### src/rtl/dmem_lsu_if.sv
// Request/response bus between the core memory stage and the load/store unit,
// plus the unit's port pair towards the simple-dual-port data RAM.
interface dmem_lsu_if #(
  parameter int DATA_W      = 32,
  parameter int MEM_DEPTH_W = 12
);
  // core request
  logic                   i_req_valid;
  logic                   o_req_ready;
  logic                   i_req_we;
  logic [1:0]             i_req_size;
  logic                   i_req_unsigned;
  logic [31:0]            i_req_addr;
  logic [DATA_W-1:0]      i_req_wdata;
  // core response
  logic                   o_rsp_valid;
  logic [DATA_W-1:0]      o_rsp_rdata;
  logic                   o_rsp_err;
  // RAM write port and read port
  logic                   o_data_wena;
  logic [MEM_DEPTH_W-1:0] o_data_waddra;
  logic [DATA_W-1:0]      o_data_dina;
  logic [MEM_DEPTH_W-1:0] o_addrb;
  logic [DATA_W-1:0]      i_dout_b;

  // The load/store unit itself
  modport slave (
    input  i_req_valid, i_req_we, i_req_size, i_req_unsigned, i_req_addr, i_req_wdata,
    input  i_dout_b,
    output o_req_ready, o_rsp_valid, o_rsp_rdata, o_rsp_err,
    output o_data_wena, o_data_waddra, o_data_dina, o_addrb
  );

  // The environment: core stage plus RAM
  modport master (
    output i_req_valid, i_req_we, i_req_size, i_req_unsigned, i_req_addr, i_req_wdata,
    output i_dout_b,
    input  o_req_ready, o_rsp_valid, o_rsp_rdata, o_rsp_err,
    input  o_data_wena, o_data_waddra, o_data_dina, o_addrb
  );
endinterface

### src/rtl/dmem_lsu.sv
// Load/store unit: byte-addressed LB/LH/LW/LBU/LHU/SB/SH/SW onto a word RAM with
// read-modify-write for sub-word stores and write-to-read forwarding.
module dmem_lsu #(
  parameter int DATA_W      = 32,
  parameter int MEM_DEPTH   = 4096,
  parameter int MEM_DEPTH_W = $clog2(MEM_DEPTH)
) (
  input  logic      clk,
  input  logic      rst,
  dmem_lsu_if.slave bus
);

  typedef enum logic [1:0] {
    ST_IDLE = 2'd0,
    ST_LD   = 2'd1,
    ST_RMW  = 2'd2
  } state_t;

  state_t state_reg, state_next;

  logic                   accept;
  logic                   req_err;
  logic [MEM_DEPTH_W-1:0] req_index;

  // Request captured at accept, used in LD/RMW
  logic [MEM_DEPTH_W-1:0] index_reg;
  logic [1:0]             addr_lo_reg;
  logic [1:0]             size_reg;
  logic                   uns_reg;
  logic [15:0]            wdata_reg;
  logic                   fwd_hit_reg;
  logic [DATA_W-1:0]      fwd_data_reg;

  // Registered outputs
  logic                   wena_reg, wena_next;
  logic [MEM_DEPTH_W-1:0] waddra_reg, waddra_next;
  logic [DATA_W-1:0]      dina_reg, dina_next;
  logic                   rsp_valid_reg, rsp_valid_next;
  logic                   rsp_err_reg, rsp_err_next;
  logic [DATA_W-1:0]      rsp_rdata_reg, rsp_rdata_next;

  logic [DATA_W-1:0]      rd_word;
  logic [7:0]             byte_sel;
  logic [15:0]            half_sel;
  logic [DATA_W-1:0]      load_val;
  logic [DATA_W-1:0]      merged_word;
  logic [3:0]             lane_hit;

  assign req_index       = bus.i_req_addr[MEM_DEPTH_W+1:2];
  assign bus.o_req_ready = (state_reg == ST_IDLE) && rst;
  assign accept          = bus.i_req_valid && bus.o_req_ready;
  assign bus.o_addrb     = (state_reg == ST_IDLE) ? req_index : index_reg;

  always_comb begin
    req_err = |bus.i_req_addr[31:MEM_DEPTH_W+2];
    case (bus.i_req_size)
      2'b01:   if (bus.i_req_addr[0]) req_err = 1'b1;
      2'b10:   if (|bus.i_req_addr[1:0]) req_err = 1'b1;
      2'b11:   req_err = 1'b1;
      default: ;
    endcase
  end

  // A write issued in the read-issue cycle is invisible to the read-first RAM
  assign rd_word  = fwd_hit_reg ? fwd_data_reg : bus.i_dout_b;
  assign byte_sel = rd_word[{addr_lo_reg, 3'b000} +: 8];
  assign half_sel = addr_lo_reg[1] ? rd_word[31:16] : rd_word[15:0];

  always_comb begin
    case (size_reg)
      2'b00:   load_val = uns_reg ? {24'd0, byte_sel} : {{24{byte_sel[7]}}, byte_sel};
      2'b01:   load_val = uns_reg ? {16'd0, half_sel} : {{16{half_sel[15]}}, half_sel};
      default: load_val = rd_word;
    endcase
  end

  generate
    for (genvar gi = 0; gi < 4; gi++) begin : g_lane
      assign lane_hit[gi] = (size_reg == 2'b00) ? (addr_lo_reg == 2'(gi))
                                                : (addr_lo_reg[1] == 1'(gi / 2));
      assign merged_word[8*gi +: 8] =
          !lane_hit[gi]       ? rd_word[8*gi +: 8] :
          (size_reg == 2'b00) ? wdata_reg[7:0]     :
                                wdata_reg[8*(gi % 2) +: 8];
    end
  endgenerate

  always_ff @(posedge clk or negedge rst) begin
    if (!rst) state_reg <= ST_IDLE;
    else      state_reg <= state_next;
  end

  always_comb begin
    state_next = state_reg;
    case (state_reg)
      ST_IDLE: begin
        if (accept && !req_err) begin
          if (!bus.i_req_we)                state_next = ST_LD;
          else if (bus.i_req_size != 2'b10) state_next = ST_RMW;
        end
      end
      ST_LD:   state_next = ST_IDLE;
      ST_RMW:  state_next = ST_IDLE;
      default: state_next = ST_IDLE;
    endcase
  end

  always_comb begin
    wena_next      = 1'b0;
    waddra_next    = waddra_reg;
    dina_next      = dina_reg;
    rsp_valid_next = 1'b0;
    rsp_err_next   = 1'b0;
    rsp_rdata_next = rsp_rdata_reg;
    case (state_reg)
      ST_IDLE: begin
        if (accept) begin
          if (req_err) begin
            rsp_valid_next = 1'b1;
            rsp_err_next   = 1'b1;
            rsp_rdata_next = '0;
          end else if (bus.i_req_we && bus.i_req_size == 2'b10) begin
            wena_next      = 1'b1;
            waddra_next    = req_index;
            dina_next      = bus.i_req_wdata;
            rsp_valid_next = 1'b1;
            rsp_rdata_next = '0;
          end
        end
      end
      ST_LD: begin
        rsp_valid_next = 1'b1;
        rsp_rdata_next = load_val;
      end
      ST_RMW: begin
        wena_next      = 1'b1;
        waddra_next    = index_reg;
        dina_next      = merged_word;
        rsp_valid_next = 1'b1;
        rsp_rdata_next = '0;
      end
      default: ;
    endcase
  end

  always_ff @(posedge clk or negedge rst) begin
    if (!rst) begin
      wena_reg      <= 1'b0;
      waddra_reg    <= '0;
      dina_reg      <= '0;
      rsp_valid_reg <= 1'b0;
      rsp_err_reg   <= 1'b0;
      rsp_rdata_reg <= '0;
    end else begin
      wena_reg      <= wena_next;
      waddra_reg    <= waddra_next;
      dina_reg      <= dina_next;
      rsp_valid_reg <= rsp_valid_next;
      rsp_err_reg   <= rsp_err_next;
      rsp_rdata_reg <= rsp_rdata_next;
    end
  end

  always_ff @(posedge clk or negedge rst) begin
    if (!rst) begin
      index_reg    <= '0;
      addr_lo_reg  <= '0;
      size_reg     <= '0;
      uns_reg      <= 1'b0;
      wdata_reg    <= '0;
      fwd_hit_reg  <= 1'b0;
      fwd_data_reg <= '0;
    end else if (accept) begin
      index_reg    <= req_index;
      addr_lo_reg  <= bus.i_req_addr[1:0];
      size_reg     <= bus.i_req_size;
      uns_reg      <= bus.i_req_unsigned;
      wdata_reg    <= bus.i_req_wdata[15:0];
      fwd_hit_reg  <= wena_reg && (waddra_reg == req_index);
      fwd_data_reg <= dina_reg;
    end
  end

  assign bus.o_data_wena   = wena_reg;
  assign bus.o_data_waddra = waddra_reg;
  assign bus.o_data_dina   = dina_reg;
  assign bus.o_rsp_valid   = rsp_valid_reg;
  assign bus.o_rsp_err     = rsp_err_reg;
  assign bus.o_rsp_rdata   = rsp_rdata_reg;

endmodule

### src/flat_wrapper.sv
// flat-port wrapper written by rule: the top's interface ports become plain ports
module dmem_lsu_flat 
#(
  parameter int DATA_W      = 32,
  parameter int MEM_DEPTH   = 4096,
  parameter int MEM_DEPTH_W = $clog2(MEM_DEPTH)
)
  (clk, rst, bus_i_req_valid, bus_i_req_we, bus_i_req_size, bus_i_req_unsigned, bus_i_req_addr, bus_i_req_wdata, bus_i_dout_b, bus_o_req_ready, bus_o_rsp_valid, bus_o_rsp_rdata, bus_o_rsp_err, bus_o_data_wena, bus_o_data_waddra, bus_o_data_dina, bus_o_addrb);
  dmem_lsu_if #(.DATA_W(DATA_W), .MEM_DEPTH_W(MEM_DEPTH_W)) bus_i ();
  input  logic clk;
  input  logic rst;
  input wire logic [$bits(bus_i.i_req_valid)-1:0] bus_i_req_valid;
  input wire logic [$bits(bus_i.i_req_we)-1:0] bus_i_req_we;
  input wire logic [$bits(bus_i.i_req_size)-1:0] bus_i_req_size;
  input wire logic [$bits(bus_i.i_req_unsigned)-1:0] bus_i_req_unsigned;
  input wire logic [$bits(bus_i.i_req_addr)-1:0] bus_i_req_addr;
  input wire logic [$bits(bus_i.i_req_wdata)-1:0] bus_i_req_wdata;
  input wire logic [$bits(bus_i.i_dout_b)-1:0] bus_i_dout_b;
  output wire logic [$bits(bus_i.o_req_ready)-1:0] bus_o_req_ready;
  output wire logic [$bits(bus_i.o_rsp_valid)-1:0] bus_o_rsp_valid;
  output wire logic [$bits(bus_i.o_rsp_rdata)-1:0] bus_o_rsp_rdata;
  output wire logic [$bits(bus_i.o_rsp_err)-1:0] bus_o_rsp_err;
  output wire logic [$bits(bus_i.o_data_wena)-1:0] bus_o_data_wena;
  output wire logic [$bits(bus_i.o_data_waddra)-1:0] bus_o_data_waddra;
  output wire logic [$bits(bus_i.o_data_dina)-1:0] bus_o_data_dina;
  output wire logic [$bits(bus_i.o_addrb)-1:0] bus_o_addrb;
  assign bus_i.i_req_valid = bus_i_req_valid;
  assign bus_i.i_req_we = bus_i_req_we;
  assign bus_i.i_req_size = bus_i_req_size;
  assign bus_i.i_req_unsigned = bus_i_req_unsigned;
  assign bus_i.i_req_addr = bus_i_req_addr;
  assign bus_i.i_req_wdata = bus_i_req_wdata;
  assign bus_i.i_dout_b = bus_i_dout_b;
  assign bus_o_req_ready = bus_i.o_req_ready;
  assign bus_o_rsp_valid = bus_i.o_rsp_valid;
  assign bus_o_rsp_rdata = bus_i.o_rsp_rdata;
  assign bus_o_rsp_err = bus_i.o_rsp_err;
  assign bus_o_data_wena = bus_i.o_data_wena;
  assign bus_o_data_waddra = bus_i.o_data_waddra;
  assign bus_o_data_dina = bus_i.o_data_dina;
  assign bus_o_addrb = bus_i.o_addrb;
  dmem_lsu #(.DATA_W(DATA_W), .MEM_DEPTH(MEM_DEPTH), .MEM_DEPTH_W(MEM_DEPTH_W)) u_core (.clk(clk), .rst(rst), .bus(bus_i));
endmodule
### config.mk
export PLATFORM = sky130hd
export DESIGN_NAME = dmem_lsu_flat
export DESIGN_NICKNAME = d
export VERILOG_FILES = /design/src/rtl/dmem_lsu_if.sv /design/src/rtl/dmem_lsu.sv /design/src/flat_wrapper.sv
export SDC_FILE = /design/constraint.sdc
export NUM_CORES = 1
export LEC_CHECK = 0
export BUFFER_PORTS_ARGS = -buffer_cell sky130_fd_sc_hd__buf_2
export CAP_MARGIN = 10
export CELL_PAD_IN_SITES_DETAIL_PLACEMENT = 2
export CELL_PAD_IN_SITES_GLOBAL_PLACEMENT = 2
export CORE_MARGIN = 2
export CORE_UTILIZATION = 30
export DETAILED_ROUTE_END_ITERATION = 8
export HOLD_SLACK_MARGIN = 0.05
export PLACE_DENSITY_LB_ADDON = 0.1
export SLEW_MARGIN = 20
export SYNTH_ARGS = -nofsm -noshare
export SYNTH_HDL_FRONTEND = slang
export SYNTH_SLANG_ARGS = --single-unit
### constraint.sdc
create_clock -name clk -period 3.1 [get_ports clk]
set_input_delay 0 -clock clk [delete_from_list [all_inputs] [get_ports clk]]
set_output_delay 0 -clock clk [all_outputs]
set_load 0.03 [all_outputs]
==> Word level (Yosys, flattened, before mapping) <==
Cells that the tools add are included.
{ "totals": {"reg_bits": 147, "input_bits": 103, "ram_bits": 0, "mem_count": 0, "latchBits": 0, "output_inout_bits": 92, "romBits": 0} }
{ "op_classes": {"add_sub_neg": 0, "order_cmp": 0, "n_reduce_logical": 17, "n_eq_ne": 17, "div_mod_pow": 0, "n_mul": 0, "shifts": 1, "bitwise_logic": 1, "muxes": 44} }
{ "ops": {"columns": ["op", "count"], "rows": [
  ["$mux 32", 9],
  ["$pmux 32 s2", 2],
  ["$pmux 32 s3", 1],
  ["$mux 12", 4],
  ["$mux 8", 5],
  ["$shiftx 32x6->8", 1],
  ["$pmux 12 s2", 1],
  ["$reduce_or 18->1", 1],
  ["$mux 16", 1],
  ["$mux 1", 14],
  ["$eq 12x12->1", 1],
  ["$eq 2x2->1 const B", 5],
  ["$eq 2x1->1 const B", 4],
  ["$mux 2", 4],
  ["$ne 2x2->1 const B", 4],
  ["$logic_not 2->1", 3],
  ["$logic_and 1x1->1", 5],
  ["$pmux 1 s2", 2],
  ["$reduce_and 4->1", 1],
  ["$reduce_or 2->1", 2],
  ["$ne 3x2->1 const B", 1],
  ["$ne 3x3->1 const B", 1],
  ["$pmux 1 s3", 1],
  ["$reduce_and 3->1", 1],
  ["6 further kinds", 6]
]} }

==> Longest topological paths before layout <==
Gate-level depths: netlist of the first run.
{ "depth": {"word_depth": 7, "depth_mapped": 9, "mapped_depth_nobuf": 7} }

==> Worst setup path before layout of the first run <==
Ideal clock, no wire load.
{ "synth_timing": {"path_kind": "register to register", "start": "register u_core.state_reg[0]", "end": "register u_core.fwd_data_reg[12]", "setup_ns": 0.118, "stages_incl_launch_ff": 10, "n_path_buf": 3, "period_less_slack_ns": 2.121, "path_slack_ns": 0.979, "t_arrival_ns": 2.003, "path_cell_list": "dfrtp_1 inv_1 ha_1 clkbuf_1 and2_1 nand2_1 clkbuf_1 clkbuf_1 nand2_1 nand2_1"} }
{ "synth_via": {"elab_chain_len": 3} }
{ "synth_lines": {"columns": ["element", "line_no", "text"], "rows": [
  ["start, declared", "dmem_lsu.sv:19", "state_t state_reg, state_next;"],
  ["start signal, assigned", "dmem_lsu.sv:90", "else state_reg <= state_next;"],
  ["$logic_not 2->1", "dmem_lsu.sv:50", "assign bus.o_req_ready = (state_reg == ST_IDLE) && rst;"],
  ["$logic_and 1x1->1", "dmem_lsu.sv:50", null],
  ["via bus_o_req_ready", "flat_wrapper.sv:19", "output wire logic [$bits(bus_i.o_req_ready)-1:0] bus_o_req_ready;"],
  ["$logic_and 1x1->1", "dmem_lsu.sv:51", "assign accept = bus.i_req_valid && bus.o_req_ready;"],
  ["end signal, assigned", "dmem_lsu.sv:180", "fwd_data_reg <= dina_reg;"],
  ["end, declared", "dmem_lsu.sv:32", "logic [DATA_W-1:0] fwd_data_reg;"]
]} }
The timed path passes the listed nets, and every way through them passes these cells.
A chain may end at the register's enable or synchronous reset.

==> Worst setup path in the final report of the first run <==
{ "layout_timing": {"start": "register u_core.fwd_hit_reg", "end": "register u_core.rsp_rdata_reg[1] (netlist: u_core.bus.o_rsp_rdata[1])"} }
{ "layout_via": {"elab_chain_len": 5, "elab_cells_between_ends": 7} }
{ "layout_lines": {"columns": ["element", "line_no", "text"], "rows": [
  ["start, declared", "dmem_lsu.sv:31", "logic fwd_hit_reg;"],
  ["start signal, assigned", "dmem_lsu.sv:179", "fwd_hit_reg <= wena_reg && (waddra_reg == req_index);"],
  ["$mux 32 *", "dmem_lsu.sv:65", "assign rd_word = fwd_hit_reg ? fwd_data_reg : bus.i_dout_b;"],
  ["$shiftx 32x6->8 / $mux 16 (equally long branches)", "dmem_lsu.sv:66, dmem_lsu.sv:67", null],
  ["$mux 32, on equally long branches", "dmem_lsu.sv:71, dmem_lsu.sv:72", null],
  ["$pmux 32 s2 *", "dmem_lsu.sv:70", "case (size_reg)"],
  ["$pmux 32 s3 *", "dmem_lsu.sv:115", "case (state_reg)"],
  ["end signal, assigned", "dmem_lsu.sv:160", "rsp_rdata_reg <= rsp_rdata_next;"],
  ["end, declared", "dmem_lsu.sv:40", "logic [DATA_W-1:0] rsp_rdata_reg, rsp_rdata_next;"]
]} }
Every way passes the cells marked *; elsewhere a longest branch is shown, timed or not.

==> flow_summary.ini, run 1 <==
[synthesis]
synth-async-reset-ratio_pct = 100
synth_area_um2 = 8140
ys_seq_area_share_pct = 45.2
yosys-top-cells-area = dfrtp_1 (45%), mux2_2 (11%), nand2_1 (9.1%), mux2i_1 (5.7%), mux2_1 (4.4%)
netlist_instances = 782
synth_flop_cell = dfrtp_1
synth_nets = 892
yosysWarnings = 0
synth_edf_count = 0
yosys.area.top_type = dfrtp_1
synth_top_area_share_pct = 45.2
synthDistinctLibCells = 54
synth-seq-cells = 147
postSynthAreaPerCell_um2 = 10.4

[worst_hold_path]
whs_path_depth = 4
hold_class = in2reg
hold_path_startpoint = bus_i_dout_b[27]
hold_end = u_core.bus.o_rsp_rdata[27]

[global_route]
antenna_found_initial = 1
grt_first_pass_wirelength_um = 47200
first_global_vias = 7500
grt_max_degree = 64
track_usage_pct = 21.9
overflow = 0

[placed_design]
dp_cells = 1284
post-dp-hpwl_um = 21800
place.port_buffers = 194
placed_area_um2 = 9450
place.gp.congestion = 0.790

[route]
dr_wl_met3_um = 961
num_vias = 6772
antenna_left = 0
met2_length_um = 14300
vias_per_cell = 4.95
first_pass_iters = 4
dr.first_iter.drc_count = 298
drt-wirelength-per-cell_um = 22.0
topRoutingLayerUsed = met4
drt-total-wl_um = 30100
post-route-drc-count = 0
m1WireLength_um = 14600

[worst_setup_path]
crit_type = reg2reg
start_kind = flop
endpoint_kind = flop
crit_fanout = 16
worstSetupStartpoint = u_core.fwd_hit_reg
r2r-start = u_core.fwd_hit_reg
arrival_ns = 2.82
ff2ff_path_depth = 6
r2r-end = u_core.bus.o_rsp_rdata[1]
cp.required_ns = 3.41
rrSetupSlack_ns = 0.59

[sta]
final-setup-viol-count = 0
finalSetupTns_ns = 0
fmax_ghz = 0.399
clock_skew_ns = 0.0127
slew_headroom_pct = 41.2
fin_crit_ns = 2.51
period_share_pct = 80.9
hold_viol = 0
drv_slew = 0
worstMarginPinSlew_ns = 0.882
rsz0062_at_grt = no

[cells_and_area]
fin_cells = 1368
area_growth_pct = 30.3
layout_commonest_cell = nand2_1
design_area_um2 = 10600
drive_gt1_share_pct = 34.7
diodes = 0
n_fill_cell = 2906
fin_nets = 1124
final_cell_mix = nand2_1 (197), buf_2 (193), dfrtp_1 (146), mux2_2 (78), dlygate4sd3_1 (51)

[pwr]
sequentialPowerShare_pct = 31.4
clkPwrFrac_pct = 20.5
vdd_ir_drop_max_mv = 0.361
leakage_nw = 5.22
switchingPower_w = 0.00499
combPwrFrac_pct = 48.1
power_density_nw_per_um2 = 1030
internal_power_w = 0.00594
switching_share_pct = 45.6

[clock_network]
cts_inserted_buffers = 17
path_clk_slew_ns = 0.06
cts.sinks = 147
post_cts_buffers = 0
clk_path_buf_depth = 2
clock_latency_ns = 0.44
htree_levels = 4
cts_tree = built
clk_root_buffer_cell = clkbuf_16
ctsResizeCount = 0

[floorplanning]
io_pins = 195
die_w_um = 169
dieArea_um2 = 28500
core_area_um2 = 26800
start_util_pct = 30.4
fp-row-count = 60
die_h_um = 169

[run]
cap_violations = 0

[status]
status = completed
==> synth_stat cells (7+ instances only) <==
cell type	n
mux2_4	8
a22oi_1	16
ha_1	7
nor2_1	9
buf_6	11
mux2_2	78
a21oi_1	15
mux2_1	32
mux2i_1	46
dfrtp_1	147
o22ai_1	20
nand2_1	198
a22o_1	16
xor2_1	7
o21ai_0	26
clkbuf_1	26
inv_1	25
==> metal layers <==
metal | global-route usage [%] | up-vias
li1 | - | 3206
met1 | 31.1 | 3404
met2 | 36.1 | 141
met3 | 2.83 | 21
met4 | 4.05 | 0
met5 | 0 | -
==> area by class of cell <==
type | count | area (µm²) | area share (%)
clock buffer | 19 | 453 | 4.27
clock inverter | 13 | 171 | 1.62
multi-input combinational | 557 | 4070 | 38.4
tap | 341 | 427 | 4.03
timing repair buffer | 265 | 1700 | 16.0
sequential | 147 | 3680 | 34.7
inverter | 26 | 97.6 | 0.921
==> worst max-delay path by stage <==
| stage | cells past startpoint | end | slack (ns) |
|---|---|---|---|
| 3_5_place_dp | 6 | u_core.bus.o_rsp_rdata[6] | 0.54 |
| 4_1_cts | 6 | u_core.bus.o_rsp_rdata[1] | 0.57 |
| 6_report | 6 | u_core.bus.o_rsp_rdata[1] | 0.59 |
| 5_1_grt | 6 | u_core.bus.o_rsp_rdata[6] | 0.40 |
| 3_3_place_gp | 6 | u_core.bus.o_rsp_rdata[6] | 0.57 |
| 2_1_floorplan | 9 | u_core.fwd_data_reg[12] | 0.98 |
==> timing repair <==
| action | CTS | global route |
|---|---|---|
| endpoints found under the hold margin | 114 | 0 |
| setup endpoints to repair | 0 | 0 |
| hold buffers | 52 | 0 |
==> worst max-delay path, stage by stage, from the launching register on <==
cell and delay, ns:
dfrtp_2 0.67, buf_4 0.25, mux2i_1 0.56, o22ai_1 0.17, a221oi_1 0.34, nor2b_1 0.08, mux2_1 0.29
==> metrics by stage <==
step	power (W)	utilization (%)	hold slack (ns)	worst slack (ns)
final	0.0109	39.6	0.0727	0.593
after global routing	0.0116	39.6	0.106	0.396
after CTS	0.0111	39.6	0.0780	0.573
after detailed placement	0.00868	35.2	-0.120	0.543
after global placement	0.00861	35.2	-0.123	0.574
after floorplan	0.00689	-	-0.296	0.979
==> cell families after synthesis <==
kind of cell               count (synthesis)  share of synthesized area (%)
AOI/OAI and AO/OA                        125                           10.8
buffers and inverters                     78                           4.84
DFF                                      147                           45.2
muxes                                    173                           24.5
xor gates and xnor gates                  12                           1.29
and+or+nand+nor                          240                           12.3
adders and majority gates                  7                           1.08
==> power by group through the flow <==
stage	registers, W	logic [W]	clock network, W
after floorplan	0.00396	0.00294	0
after global placement	0.00345	0.00516	0
after detailed placement	0.00346	0.00523	0
after CTS	0.00344	0.00531	0.00230
after global routing	0.00354	0.00571	0.00237
final	0.00343	0.00526	0.00224
(Power assumes the default switching activity.)
==> run 2: changes to the inputs <==
--- a/config.mk
+++ b/config.mk
@@ -5,6 +5,7 @@
 export SDC_FILE = /design/constraint.sdc
 export NUM_CORES = 1
 export LEC_CHECK = 0
+export ABC_AREA = 1
 export BUFFER_PORTS_ARGS = -buffer_cell sky130_fd_sc_hd__buf_2
 export CAP_MARGIN = 10
 export CELL_PAD_IN_SITES_DETAIL_PLACEMENT = 2
==> constraint.sdc (replaced) <==
create_clock -name clk -period 2.6 [get_ports clk]
set_input_delay 0 -clock clk [delete_from_list [all_inputs] [get_ports clk]]
set_output_delay 0 -clock clk [all_outputs]
set_load 0.03 [all_outputs]
==> run 2 against run 1 <==
Net effect: via count up 27%; routed wire length is 13% higher; first-iteration DRC count up 36%; setup slack lost 0.19 ns; synthesized area increased by 0.66%; die area rose by 0.65%; sequential cell count unchanged; worst hold slack better by 0.049 ns; synthesized cell count up 48%; global-route usage rose by 2.5 points; clock-buffer cell count fell by 1.
==> flow_summary.ini, run 2 <==
[status]
status = completed

[sta]
fin_crit_ns = 2.20
fmax_ghz = 0.455
clock_skew_ns = 0.0154
slew_headroom_pct = 41.2
hold_viol = 0
period_share_pct = 84.5
worstMarginPinSlew_ns = 0.882
final-setup-viol-count = 0
finalSetupTns_ns = 0
rsz0062_at_grt = no
drv_slew = 0

[cells_and_area]
fin_nets = 1493
diodes = 0
fin_util_pct = 39.5
n_fill_cell = 3211
final_cell_mix = nand2_1 (478), buf_2 (193), dfrtp_1 (147), o21ai_0 (142), inv_1 (88)
area_growth_pct = 29.5
layout_commonest_cell = nand2_1
seq_area_um2 = 3680
multi_input_area_um2 = 3810
drive_gt1_share_pct = 20.2

[worst_setup_path]
cpMaxStageDelayCell = dfrtp_1
max_stage_delay_ns = 0.43
cp.depth = 11
critPathBufInv = 2
cpMostUsedCell = nand2_1
crit_fanout = 24
endpoint_kind = flop
cp_top_family = simple AND/OR/NAND/NOR gates
arrival_ns = 2.57
ff2ff_path_depth = 11
start_kind = flop
crit_type = reg2reg
path_cells = inv_2, nand2_1, nand2_1, nand2_1, nand2_1, clkinv_1, nand2_1, nand3_2, nand2_1, nand2_1, o21ai_1
cp.required_ns = 2.97

[floorplanning]
start_util_pct = 30.5
die_h_um = 169
dieArea_um2 = 28600
io_pins = 195
die_w_um = 169
core_area_um2 = 26900
fp-row-count = 60

[global_route]
grt_max_degree = 148
overflow = 0
grt_first_pass_wirelength_um = 54000
track_usage_pct = 24.4
antenna_found_initial = 0
first_global_vias = 9547

[synthesis]
ys_seq_area_share_pct = 44.9
synth_flop_cell = dfrtp_1
postSynthAreaPerCell_um2 = 7.05
synth-seq-cells = 147
synth_common_cells = nand2_1 (478), dfrtp_1 (147), o21ai_0 (142)
yosys.area.top_type = dfrtp_1
synthDistinctLibCells = 37
netlist_instances = 1161
synth_top_area_share_pct = 44.9
post-synth-top-count-cell = nand2_1
yosysWarnings = 0
synth_area_um2 = 8190
synth_nets = 1271
yosys-top-cells-area = dfrtp_1 (45%), nand2_1 (22%), o21ai_0 (8.7%), nand3_1 (5.0%), inv_1 (4.0%)
synth_edf_count = 0
synth-async-reset-ratio_pct = 100

[pwr]
leakage_nw = 5.66
power_density_nw_per_um2 = 1120
vdd_ir_drop_max_mv = 0.410

[clock_network]
htree_levels = 4
cts_inserted_buffers = 17
cts_tree = built
cts.sinks = 147
post_cts_buffers = 0
clock_latency_ns = 0.45
path_clk_slew_ns = 0.07
clk_path_buf_depth = 2
clk_root_buffer_cell = clkbuf_16

[route]
num_vias = 8629
first_pass_iters = 5
post-route-drc-count = 0
drt-wirelength-per-cell_um = 19.6
dr.first_iter.drc_count = 406
vias_per_cell = 4.97
antenna_left = 0
drt-total-wl_um = 34000

[placed_design]
post-dp-hpwl_um = 24000
place.port_buffers = 194
place.gp.congestion = 0.815

[worst_hold_path]
hold_class = in2reg
whs_path_depth = 7

[run]
cap_violations = 0
[run 2: final timing paths]
path	startpoint	end	slack, ns
max in group asynchronous	rst	u_core.bus.o_data_dina[21]	1.65
hold reg to reg	u_core.bus.o_rsp_rdata[17]	u_core.bus.o_rsp_rdata[17]	0.48
min in group asynchronous	rst	u_core.state_reg[0]	0.28
setup / recovery	u_core.fwd_hit_reg	u_core.bus.o_rsp_rdata[11]	0.40
setup reg to reg	u_core.fwd_hit_reg	u_core.bus.o_rsp_rdata[11]	0.40
hold / removal	bus_i_dout_b[24]	u_core.bus.o_data_dina[24]	0.12
[run 2: power breakdown]
part | total (W) | internal [W] | switching [W]
Combinational | 0.00519 | 0.00152 | 0.00367
Clock | 0.00275 | 0.00165 | 0.00111
Sequential | 0.00395 | 0.00320 | 0.000751
Total | 0.0119 | 0.00636 | 0.00553
[run 2: metrics by stage]
stage	std cells	hold slack (ns)	worst slack [ns]	total power (W)	cell area [µm²]
global placement	1654	0.241	0.560	0.00900	9460
detailed placement	1654	0.241	0.417	0.00914	9460
finish	1736	0.122	0.402	0.0119	10600
CTS	1736	0.0963	0.408	0.0120	10600
floorplan	1161	-0.296	0.737	0.00731	8190
global route	1736	0.163	0.159	0.0127	10600
[run 2: cell families (layout without fill, tap and decap cells)]
family                     count (synthesis)  after routing  synth area share (%)
AOI/OAI and AO/OA                        228            228                  14.3
xor gates and xnor gates                   4              4                 0.428
adders and majority gates                  7              7                  1.07
buffers and inverters                    164            398                  8.55
DFF                                      147            147                  44.9
and+or+nand+nor                          611            611                  30.7
[run 2: routing by layer]
metal  part of all wire [%]  GRT usage [%]
met1                     46           32.2
met2                     49           42.2
met3                    2.6           2.82
met4                    2.1           7.32
met5                      0              0
[run 2: worst reg2reg max path: cells and delay by family (launching register included)]
| family | cells | cell delay [ns] |
|---|---|---|
| AO/OA/AOI/OAI | 1 | 0.12 |
| AND/OR/NAND/NOR | 8 | 1.24 |
| buffers and inverters | 2 | 0.35 |
| flip-flops | 1 | 0.43 |
[run 2: what timing repair did]
item,4_1_cts,5_1_grt
resized for setup,0,0
hold endpoints to repair,226,0
hold buffers,51,0
[run 2: final cells by class]
type                       count  area share [%]
sequential                   147            34.7
tap                          341            4.02
clock buffer                  18            4.14
clock inverter                13            1.85
timing repair buffer         271            16.0
inverter                      96            3.40
multi-input combinational    850            35.9
==> run 3: changes to the inputs <==
==> constraint.sdc (replaced) <==
create_clock -name clk -period 2.15 [get_ports clk]
set_input_delay 0 -clock clk [delete_from_list [all_inputs] [get_ports clk]]
set_output_delay 0 -clock clk [all_outputs]
set_load 0.03 [all_outputs]
==> run 3 against run 2 <==
Net effect: cell count up 0.63%; clock skew shrank 0.0047 ns; fmax rose by 10%; critical path type unchanged; largest power group unchanged; critical endpoint is now u_core.bus.o_data_dina[5].
==> flow_summary.ini, run 3 (same netlist as run 2, synthesis figures left out) <==
[global_route]
grt_first_pass_wirelength_um = 53400
antenna_found_initial = 0
first_global_vias = 9314
track_usage_pct = 24.3
overflow = 0
grt_max_degree = 148

[worst_setup_path]
rrSetupSlack_ns = 0.16
endpoint_kind = flop
r2r-start = u_core.size_reg[0]
cp.required_ns = 2.52
ff2ff_path_depth = 8
crit_fanout = 7
crit_type = reg2reg
arrival_ns = 2.36
r2r-end = u_core.bus.o_data_dina[5]
start_kind = flop

[sta]
clock_skew_ns = 0.0107
hold_viol = 0
finalSetupTns_ns = 0
rsz0062_at_grt = no
worstMarginPinSlew_ns = 0.903
slew_headroom_pct = 39.8
period_share_pct = 92.6
fmax_ghz = 0.502
final-setup-viol-count = 0
fin_crit_ns = 1.99
drv_slew = 0

[cells_and_area]
fin_cells = 1747
design_area_um2 = 10700
diodes = 0
drive_gt1_share_pct = 20.9
layout_commonest_cell = nand2_1
final_cell_mix = nand2_1 (477), buf_2 (193), dfrtp_1 (147), o21ai_0 (142), inv_1 (87)
area_growth_pct = 30.8
fin_util_pct = 39.9
fin_nets = 1503

[floorplanning]
fp-row-count = 60
die_w_um = 169
io_pins = 195
die_h_um = 169
dieArea_um2 = 28600
start_util_pct = 30.5
core_area_um2 = 26900

[placed_design]
post-dp-hpwl_um = 24300
place.gp.congestion = 0.824
dp_cells = 1664
place.port_buffers = 194
placed_area_um2 = 9580

[pwr]
power_density_nw_per_um2 = 1330
finalPower_w = 0.0142
leakage_nw = 5.70
vdd_ir_drop_max_mv = 0.496

[clock_network]
htree_levels = 4
clk_path_buf_depth = 2
path_clk_slew_ns = 0.07
clk_root_buffer_cell = clkbuf_16
clock_latency_ns = 0.43
cts_inserted_buffers = 17
cts_tree = built
cts.sinks = 147

[route]
num_vias = 8605
drt-total-wl_um = 33900
dr.first_iter.drc_count = 401
vias_per_cell = 4.93
antenna_left = 0
post-route-drc-count = 0
first_pass_iters = 4
drt-wirelength-per-cell_um = 19.4

[worst_hold_path]
hold_path_startpoint = bus_i_req_valid
hold_class = in2reg
hold_end = u_core.bus.o_rsp_valid
whs_path_depth = 5

[run]
cap_violations = 0

[status]
status = completed
run 3: cell count changes in the layout (fill, tap and decap cells not counted), moves of 2 or more:
cell       before  now
inv_6           3    5
buf_6           1    5
buf_8           0    2
bufinv_16       4    1
buf_12          1    4
run 3: where the power goes:
part           internal, W  switching [W]  leakage, nW
combinational      0.00194        0.00447         3.55
clock              0.00168        0.00136        0.278
sequential         0.00387       0.000926         1.87
total              0.00749        0.00675         5.70
run 3: timing repair:
item                       4_1_cts  5_1_grt
setup endpoints to repair        0      102
hold endpoints to repair       225        0
hold buffers                    51        0
buffers inserted                 0        0
resized for setup                0       13
run 3: area by class of cell:
type | count | area, µm²
Timing Repair Buffer | 281 | 1840
Inverter | 96 | 360
Tap cell | 341 | 427
Multi-Input combinational cell | 850 | 3830
Sequential cell | 147 | 3680
Clock buffer | 20 | 457
Clock inverter | 12 | 120
Fill cell | 3193 | 16200
run 3: worst max-delay path: stages, from the launching register on:
cell and delay [ns]:
dfrtp_1 0.51, nor2_4 0.27, nand2_1 0.25, nand2_2 0.19
buf_4 0.18, o21ai_0 0.08, o22ai_1 0.26, nand2_1 0.10
nand2_1 0.08
run 3: per-stage QoR:
step / hold slack, ns / setup WS [ns]
floorplan: -0.296 / 0.287
global placement: 0.230 / 0.151
detailed placement: 0.234 / 0.0950
CTS: 0.0811 / 0.0401
global route: 0.129 / 0.00759
finish: 0.0922 / 0.159
run 3: metal layers:
metal	GRT usage (%)	up-vias	share of wire (%)
met4	4.61	0	0.80
met1	32.6	4304	46
met5	0	-	0
met3	2.66	14	2.3
met2	42.6	136	51
li1	-	4151	-
run 3: how the worst max path moves through the flow:
stage	from	endpoint	slack, ns	cells after the start
2_1_floorplan	u_core.state_reg[0]	u_core.bus.o_rsp_rdata[22]	0.29	12
3_3_place_gp	u_core.size_reg[0]	u_core.bus.o_data_dina[9]	0.15	9
3_5_place_dp	u_core.size_reg[0]	u_core.bus.o_data_dina[9]	0.1	9
4_1_cts	u_core.state_reg[0]	bus_o_addrb[10]	0.04	7
5_1_grt	u_core.state_reg[0]	u_core.bus.o_data_dina[24]	0.008	10
6_report	u_core.size_reg[0]	u_core.bus.o_data_dina[5]	0.16	8
